### config.mk
export PLATFORM = sky130hd
export DESIGN_NAME = fir_seq_mac_flat
export DESIGN_NICKNAME = d
export VERILOG_FILES = /design/src/rtl/fir_seq_mac_if.sv /design/src/rtl/fir_seq_mac.sv /design/src/flat_wrapper.sv
export SDC_FILE = /design/constraint.sdc
export NUM_CORES = 2
export LEC_CHECK = 0
export CORE_MARGIN = 1.5
export CORE_UTILIZATION = 55
export CTS_BUF_LIST = sky130_fd_sc_hd__clkbuf_4 sky130_fd_sc_hd__clkbuf_8 sky130_fd_sc_hd__clkbuf_16
export CTS_CLUSTER_DIAMETER = 50
export CTS_CLUSTER_SIZE = 14
export DETAILED_ROUTE_END_ITERATION = 10
export HOLD_SLACK_MARGIN = 0.05
export PLACE_DENSITY = 0.82
export SLEW_MARGIN = 30
export SYNTH_ARGS = -nofsm -noshare
export SYNTH_HDL_FRONTEND = slang
export SYNTH_SLANG_ARGS = --single-unit
### constraint.sdc
create_clock -name clk -period 48.3 [get_ports clk]
set_input_delay 14.49 -clock clk [delete_from_list [all_inputs] [get_ports clk]]
set_output_delay 14.49 -clock clk [all_outputs]
set_load 0.005 [all_outputs]
### src/rtl/fir_seq_mac_if.sv
// rtl/fir_seq_mac_if.sv - sample, coefficient and status bundle for the sequential FIR MAC
interface fir_seq_mac_if #(
    parameter int N_TAPS = 16,
    parameter int DATA_W = 24,
    parameter int COEF_W = 16
);
    localparam int AW = $clog2(N_TAPS);

    logic signed [DATA_W-1:0] data_in;
    logic                     in_valid;
    logic                     coef_we;
    logic        [AW-1:0]     coef_addr;
    logic signed [COEF_W-1:0] coef_data;
    logic signed [DATA_W-1:0] data_out;
    logic                     out_valid;
    logic                     busy;
    logic                     overrun;

    // Source side: drives samples and coefficient writes, observes results
    modport master (
        output data_in, in_valid, coef_we, coef_addr, coef_data,
        input  data_out, out_valid, busy, overrun
    );

    // Filter side
    modport slave (
        input  data_in, in_valid, coef_we, coef_addr, coef_data,
        output data_out, out_valid, busy, overrun
    );
endinterface

### src/rtl/fir_seq_mac.sv
// rtl/fir_seq_mac.sv - sequential single-MAC FIR with circular delay line and writable taps
module fir_seq_mac #(
    parameter int N_TAPS = 16,
    parameter int DATA_W = 24,
    parameter int COEF_W = 16
) (
    input  logic          clk,
    input  logic          reset,
    fir_seq_mac_if.slave  bus
);
    localparam int AW     = $clog2(N_TAPS);
    localparam int PROD_W = DATA_W + COEF_W;
    localparam int ACC_W  = DATA_W + COEF_W + AW;

    // Largest positive Q1.(COEF_W-1) value: default h[0] gives near-unity pass-through
    localparam logic signed [COEF_W-1:0] COEF_ONE = {1'b0, {(COEF_W-1){1'b1}}};
    localparam logic signed [ACC_W-1:0]  SAT_MAX  = {{(ACC_W-DATA_W+1){1'b0}}, {(DATA_W-1){1'b1}}};
    localparam logic signed [ACC_W-1:0]  SAT_MIN  = {{(ACC_W-DATA_W+1){1'b1}}, {(DATA_W-1){1'b0}}};
    localparam logic        [AW-1:0]     K_LAST   = AW'(N_TAPS - 1);

    typedef enum logic [1:0] {
        S_IDLE,
        S_MAC,
        S_OUT
    } state_t;

    state_t                   r_state;
    logic        [AW-1:0]     r_wr_ptr;
    logic        [AW-1:0]     r_newest;
    logic        [AW-1:0]     r_k;
    logic signed [ACC_W-1:0]  r_acc;
    logic signed [DATA_W-1:0] r_line [N_TAPS];
    logic signed [COEF_W-1:0] r_coef [N_TAPS];
    logic signed [DATA_W-1:0] r_data_out;
    logic                     r_out_valid;
    logic                     r_busy;
    logic                     r_overrun;

    logic        [AW-1:0]     w_rd_ptr;
    logic signed [PROD_W-1:0] w_coef_ext;
    logic signed [PROD_W-1:0] w_samp_ext;
    logic signed [PROD_W-1:0] w_prod;
    logic signed [ACC_W-1:0]  w_prod_ext;
    logic signed [ACC_W-1:0]  w_shifted;
    logic signed [DATA_W-1:0] w_sat;

    // x[n-k] lives k slots behind the newest sample; the pointer wraps naturally
    assign w_rd_ptr   = r_newest - r_k;
    assign w_coef_ext = PROD_W'(r_coef[r_k]);
    assign w_samp_ext = PROD_W'(r_line[w_rd_ptr]);
    assign w_prod     = w_coef_ext * w_samp_ext;
    assign w_prod_ext = ACC_W'(w_prod);

    // Drop the Q fraction (floor toward -inf) then clamp into the sample range
    assign w_shifted = r_acc >>> (COEF_W - 1);

    // Saturate the rescaled accumulator to DATA_W bits
    always_comb begin
        w_sat = w_shifted[DATA_W-1:0];
        if (w_shifted > SAT_MAX) begin
            w_sat = SAT_MAX[DATA_W-1:0];
        end else if (w_shifted < SAT_MIN) begin
            w_sat = SAT_MIN[DATA_W-1:0];
        end
    end

    // Control FSM, delay line, coefficient bank and registered outputs
    always_ff @(posedge clk or posedge reset) begin
        if (reset) begin
            r_state     <= S_IDLE;
            r_wr_ptr    <= '0;
            r_newest    <= '0;
            r_k         <= '0;
            r_acc       <= '0;
            r_data_out  <= '0;
            r_out_valid <= 1'b0;
            r_busy      <= 1'b0;
            r_overrun   <= 1'b0;
            for (int i = 0; i < N_TAPS; i++) begin
                r_line[i] <= '0;
                r_coef[i] <= (i == 0) ? COEF_ONE : '0;
            end
        end else begin
            r_out_valid <= 1'b0;
            case (r_state)
                S_IDLE: begin
                    // A write here lands before the first MAC read, so it applies to a
                    // sample accepted on this same edge
                    if (bus.coef_we) begin
                        r_coef[bus.coef_addr] <= bus.coef_data;
                    end
                    if (bus.in_valid) begin
                        r_line[r_wr_ptr] <= bus.data_in;
                        r_newest         <= r_wr_ptr;
                        r_wr_ptr         <= r_wr_ptr + AW'(1);
                        r_acc            <= '0;
                        r_k              <= '0;
                        r_busy           <= 1'b1;
                        r_state          <= S_MAC;
                    end
                end
                S_MAC: begin
                    if (bus.in_valid) begin
                        r_overrun <= 1'b1;
                    end
                    r_acc <= r_acc + w_prod_ext;
                    r_k   <= r_k + AW'(1);
                    if (r_k == K_LAST) begin
                        r_state <= S_OUT;
                    end
                end
                S_OUT: begin
                    if (bus.in_valid) begin
                        r_overrun <= 1'b1;
                    end
                    r_data_out  <= w_sat;
                    r_out_valid <= 1'b1;
                    r_busy      <= 1'b0;
                    r_state     <= S_IDLE;
                end
                default: begin
                    r_busy  <= 1'b0;
                    r_state <= S_IDLE;
                end
            endcase
        end
    end

    assign bus.data_out  = r_data_out;
    assign bus.out_valid = r_out_valid;
    assign bus.busy      = r_busy;
    assign bus.overrun   = r_overrun;
endmodule

### src/flat_wrapper.sv
// flat-port wrapper written by rule: the top's interface ports become plain ports
module fir_seq_mac_flat 
#(
    parameter int N_TAPS = 16,
    parameter int DATA_W = 24,
    parameter int COEF_W = 16
)
  (clk, reset, bus_data_in, bus_in_valid, bus_coef_we, bus_coef_addr, bus_coef_data, bus_data_out, bus_out_valid, bus_busy, bus_overrun);
  fir_seq_mac_if #(.N_TAPS(N_TAPS), .DATA_W(DATA_W), .COEF_W(COEF_W)) bus_i ();
  input  logic clk;
  input  logic reset;
  input wire logic [$bits(bus_i.data_in)-1:0] bus_data_in;
  input wire logic [$bits(bus_i.in_valid)-1:0] bus_in_valid;
  input wire logic [$bits(bus_i.coef_we)-1:0] bus_coef_we;
  input wire logic [$bits(bus_i.coef_addr)-1:0] bus_coef_addr;
  input wire logic [$bits(bus_i.coef_data)-1:0] bus_coef_data;
  output wire logic [$bits(bus_i.data_out)-1:0] bus_data_out;
  output wire logic [$bits(bus_i.out_valid)-1:0] bus_out_valid;
  output wire logic [$bits(bus_i.busy)-1:0] bus_busy;
  output wire logic [$bits(bus_i.overrun)-1:0] bus_overrun;
  assign bus_i.data_in = bus_data_in;
  assign bus_i.in_valid = bus_in_valid;
  assign bus_i.coef_we = bus_coef_we;
  assign bus_i.coef_addr = bus_coef_addr;
  assign bus_i.coef_data = bus_coef_data;
  assign bus_data_out = bus_i.data_out;
  assign bus_out_valid = bus_i.out_valid;
  assign bus_busy = bus_i.busy;
  assign bus_overrun = bus_i.overrun;
  fir_seq_mac #(.N_TAPS(N_TAPS), .DATA_W(DATA_W), .COEF_W(COEF_W)) u_core (.clk(clk), .reset(reset), .bus(bus_i));
endmodule
Yosys cells after proc, flatten, opt, wreduce, memory -nomap -nowiden
Cells that the tools add are included.

storage, ports and cells
  word-level logic and storage cells = 99
  bits of input ports = 48
  output and inout bits = 27
  register bits = 725

cells by class
  magnitude comparators = 8
  eq/ne operators = 5
  reductions and logical operators = 11
  bitwise logic cells = 5
  $add $sub $neg = 4
  muxes and demuxes = 24
  multipliers = 1

operators by type and width
  cell                    count
  $bwmux W384             1
  $bwmux W256             1
  $mux W24                5
  $bmux W24 S4            1
  $demux W24 S4           1
  $pmux W44 S2            1
  $bmux W16 S4            1
  $demux W16 S4           1
  $mux W16                3
  $add A44 B40 Y44        1
  $mux W44                1
  $mul A16 B24 Y40        1
  $gt A29 B24 Y1 const B  1
  $lt A29 B24 Y1 const B  1
  $ge A5 B5 Y1 const B    4
  $not A4 Y5              4
  $reduce_and A2 Y1       6
  $lt A5 B1 Y1 const B    2
  $add A4 B1 Y4 const B   2
  $pmux W4 S2             1
  $eq A4 B4 Y1 const B    1
  $mux W2                 2
  $mux W4                 1
  $pmux W2 S2             1
  12 further kinds        14

Depth between registers and ports, before layout
  word-level depth = 8
  mapped depth = 36
  depth with buffers taken out = 30

Worst setup path before layout
Ideal clock, no wire load.

  kind = input to register
  start point = in bus_coef_addr[0]
  end point = reg u_core.r_coef[0] (netlist name)
  data required time = 48.175 ns
  buffers on the path = 2
  library setup time = 0.125 ns
  data arrival time = 15.972 ns
  cell stages on the path = 5
  slack = 32.204 ns
  cells stage by stage = clkbuf_1 > nand4_1 > nor2_1 > clkbuf_1 > mux2_2

between the ends
  longest elaborated chain between the ends = 6
  elaborated cells on any way between the ends = 7
  classes of those cells = order compare (2); mux (3); bitwise (1); reduce/logical (1)

ends and longest elaborated chain
  what                                                                line                source
  start, declared                                                     flat_wrapper.sv:15  input wire logic [$bits(bus_i.coef_addr)-1:0] bus_coef_addr;
  $not A4 Y5 (not written as such) (*)                                fir_seq_mac.sv:90   r_coef[bus.coef_addr] <= bus.coef_data;
  $ge A5 B5 Y1 (not written as such) or $lt A5 B1 Y1 (tied branches)  fir_seq_mac.sv:90
  $logic_and A1 B1 Y1 (not written as such)                           fir_seq_mac.sv:90
  $mux W16 (not written as such)                                      fir_seq_mac.sv:90
  $demux W16 S4 (*)                                                   fir_seq_mac.sv:90
  $bwmux W256 (*)                                                     fir_seq_mac.sv:90
  end signal, assigned by index                                       fir_seq_mac.sv:81   r_coef[i] <= (i == 0) ? COEF_ONE : '0;
  end signal, assigned by index                                       fir_seq_mac.sv:90
  end, declared                                                       fir_seq_mac.sv:33   logic signed [COEF_W-1:0] r_coef [N_TAPS];

Mark *: on every way between the ends. The rest lies on a longest branch, timed or not.
A chain may end at the register's enable or synchronous reset.

Final worst setup path
  start point = in bus_in_valid
  end point = reg u_core.r_line[105] (netlist name)

between the ends
  longest elaborated chain between the ends = 1

ends and longest elaborated chain
  what                           line                source
  start, declared                flat_wrapper.sv:13  input wire logic [$bits(bus_i.in_valid)-1:0] bus_in_valid;
  $reduce_and A2 Y1 (no line)    n/a
  end signal, assigned by index  fir_seq_mac.sv:93   r_line[r_wr_ptr] <= bus.data_in;
  end, declared                  fir_seq_mac.sv:32   logic signed [DATA_W-1:0] r_line [N_TAPS];

No other way between the ends.

==> impl_metrics.yaml <==
run_status:
  outcome: "completed"
hold_path:
  min_from: "u_core.bus.overrun"
  holdCritPathClass: "flip-flop to flip-flop"
  holdPathStages: 1
  min_delay_worst_endpoint: "u_core.bus.overrun"
yosys:
  syn_area_um2: 48170
  synth_ff_type: "dfrtp_1"
  avgSynthCellArea_um2: 12.40
  async_reset_ff_share_pct: 100.0
  yosys.area.top_type_share_pct: 36.88
  synth_edf_count: 0
  ys_seq_area_share_pct: 37.70
  netlist_top_cells_area: "dfrtp_1 37%, fa_1 18%, mux2_2 15%, mux4_2 7.9%, inv_1 3.9%"
  yosysTopAreaCell: "dfrtp_1"
  syn_inst: 3884
  synth_nets: 4501
  ys_ff_latch: 725
  yosysUniqueCellTypes: 71
  ys_warn_count: 0
critical_path:
  rrSetupSlack_ps: 37780
  crit_type: "primary input to flip-flop"
  cp-start-kind: "primary input"
  crit_required_ps: 48810
  cp-end-kind: "flip-flop"
  r2r_end: "u_core.r_acc[42]"
  worstRegToRegCells: 29
  r2r-start: "u_core.r_k[0]"
  path_max_fanout: 24
  arrival_ps: 17600
placement:
  portBuffers: 74
  dp.final_hpwl_mm: 76.42
  gp_congestion: 0.9500
clock_network:
  cts.path.max_buffers: 3
  cts_buffers: 73
  cts.sinks: 725
  clk_latency_ps: 640
  cts_setup_buffers: 0
  path_clk_slew_ps: 60
  cts-resized-gates: 0
  cts-root-buf: "clkbuf_16"
  cts-htree-levels: 3
  cts_tree: "built"
  cts_hold_buf: 0
global_routing:
  grt_pass1_vias: 32116
  overflow: 0
  grt_pass1_wl_mm: 181.6
  grt_usage_pct: 25.94
  grt_max_degree: 192
  antenna_found_initial: 4
routing:
  wire_per_inst_um: 22.20
  avgViaCountPerCell: 5.905
  drt_iter0_markers: 2299
  drc: 0
  firstDrtPassIters: 5
  wl_mm: 112.6
  ant_nets: 0
  vias: 29942
run:
  cap_violations: 0
sta:
  clock_skew_ps: 31.31
  fin_crit_ps: 17090
  slew-limit-headroom_pct: 27.15
  worst_pin_slew_ps: 1062
  finalSetupViolCount: 0
  tns_ps: 0
  max_freq_mhz: 58.52
  finalMaxSlewViolations: 0
  rsz0062_at_grt: "false"
  hold_violations: 0
  period_share_pct: 35.38
finish:
  drive_above_1_share_pct: 28.40
  register_area_um2: 18170
  final_net_count: 4484
  area_growth_pct: 8.951
  layout_common_cells: "708 x dfrtp_1, 648 x mux2_2, 502 x inv_1"
  fill_cells: 6349
  layout_commonest_cell: "dfrtp_1"
  multiInputGateArea_um2: 27190
floorplanning:
  rows: 108
  fp.dieW_um: 298.9
  die_area_um2: 89370
  die_h_um: 298.9
  initial_core_util_pct: 55.53
  ios: 75
  fp.coreArea_um2: 86750
[critical path: stages]
cell and delay (ps):
clkdlybuf4s50_1 720, and2_1 630, nand2_1 390, nor2_4 900
mux2_2 430
[Yosys cell counts (5+ instances only)]
cell	number
nand2_1	271
ha_1	134
nand2_2	21
o21ai_0	49
nand3b_1	5
nor2_1	262
xor2_1	12
a211oi_1	6
o21a_1	5
nand2b_1	7
dfrtp_1	710
and2_1	18
nand3_1	31
o21ai_1	23
buf_6	11
or4_1	5
a31oi_1	6
inv_1	503
a22o_1	8
xnor2_1	29
mux2_2	648
nor2b_1	9
buf_2	104
mux2i_1	64
fa_1	435
nand4_1	9
clkbuf_1	96
a32o_1	5
inv_2	10
a21o_1	14
mux4_2	169
nor3_1	6
dfstp_2	15
or3_1	6
buf_4	15
a21oi_1	97
o21bai_1	10
[metrics by stage]
stage                     instances  area, um^2  hold WS (ps)  setup WS [ps]  util, %
after floorplan                3884       48170         449.9          13500        -
after global placement         4941       49890         440.8          30720    57.50
after detailed placement       4941       49910         449.1          30670    57.54
after CTS                      5064       52300         458.0          31330    60.28
after global routing           5071       52480         487.8          31140    60.50
final                          5071       52480         458.0          31210    60.50
[cell type report]
class | instances | area share (%)
antenna | 1 | 0.004768
clock buffer | 98 | 3.908
clock inverter | 25 | 0.6365
inverter | 513 | 3.683
multi-input combinational | 2417 | 51.81
sequential | 725 | 34.61
tap | 1155 | 2.754
timing repair buffer | 137 | 2.589
[per-layer routing]
metal  GRT usage (%)  vias to the layer above  part of all wire [%]
li1                -                    12857                     -
met1           34.78                    15698                    41
met2           42.73                     1144                    49
met3           5.176                      234                   7.4
met4           8.405                        9                   3.2
met5               0                        -                  0.11
[state kept, by name, summed over array words and instances, names as in the netlist]
signal	flops
u_core.bus.out_valid	1
u_core.r_state	2
u_core.r_acc	44
u_core.r_wr_ptr	4
u_core.r_k	4
u_core.bus.data_out	24
u_core.r_line	384
u_core.bus.overrun	1
u_core.r_newest	4
u_core.bus.busy	1
u_core.r_coef	256
[cells by family after synthesis]
kind of cell | synth area share [%]
adder cells (fa/ha/maj) | 21.56
XOR/XNOR | 0.7455
AO/OA/AOI/OAI | 3.320
AND/OR/NAND/NOR | 5.925
multiplexers | 24.41
flip-flops | 37.70
buffers and inverters | 6.340
[how the worst max path moves through the flow]
stage | from | cells after the start | endpoint | slack, ps
floorplan | reset | 1 | u_core.bus.busy | 13500
global route | bus_in_valid | 5 | u_core.r_line[109] | 31140
detailed placement | bus_in_valid | 5 | u_core.r_line[112] | 30670
global placement | bus_in_valid | 5 | u_core.r_line[108] | 30720
finish | bus_in_valid | 5 | u_core.r_line[105] | 31210
CTS | bus_in_valid | 5 | u_core.r_line[112] | 31330
Power is not shown: default switching activity piles up to over one toggle a cycle in this logic, so the estimate is an artifact.
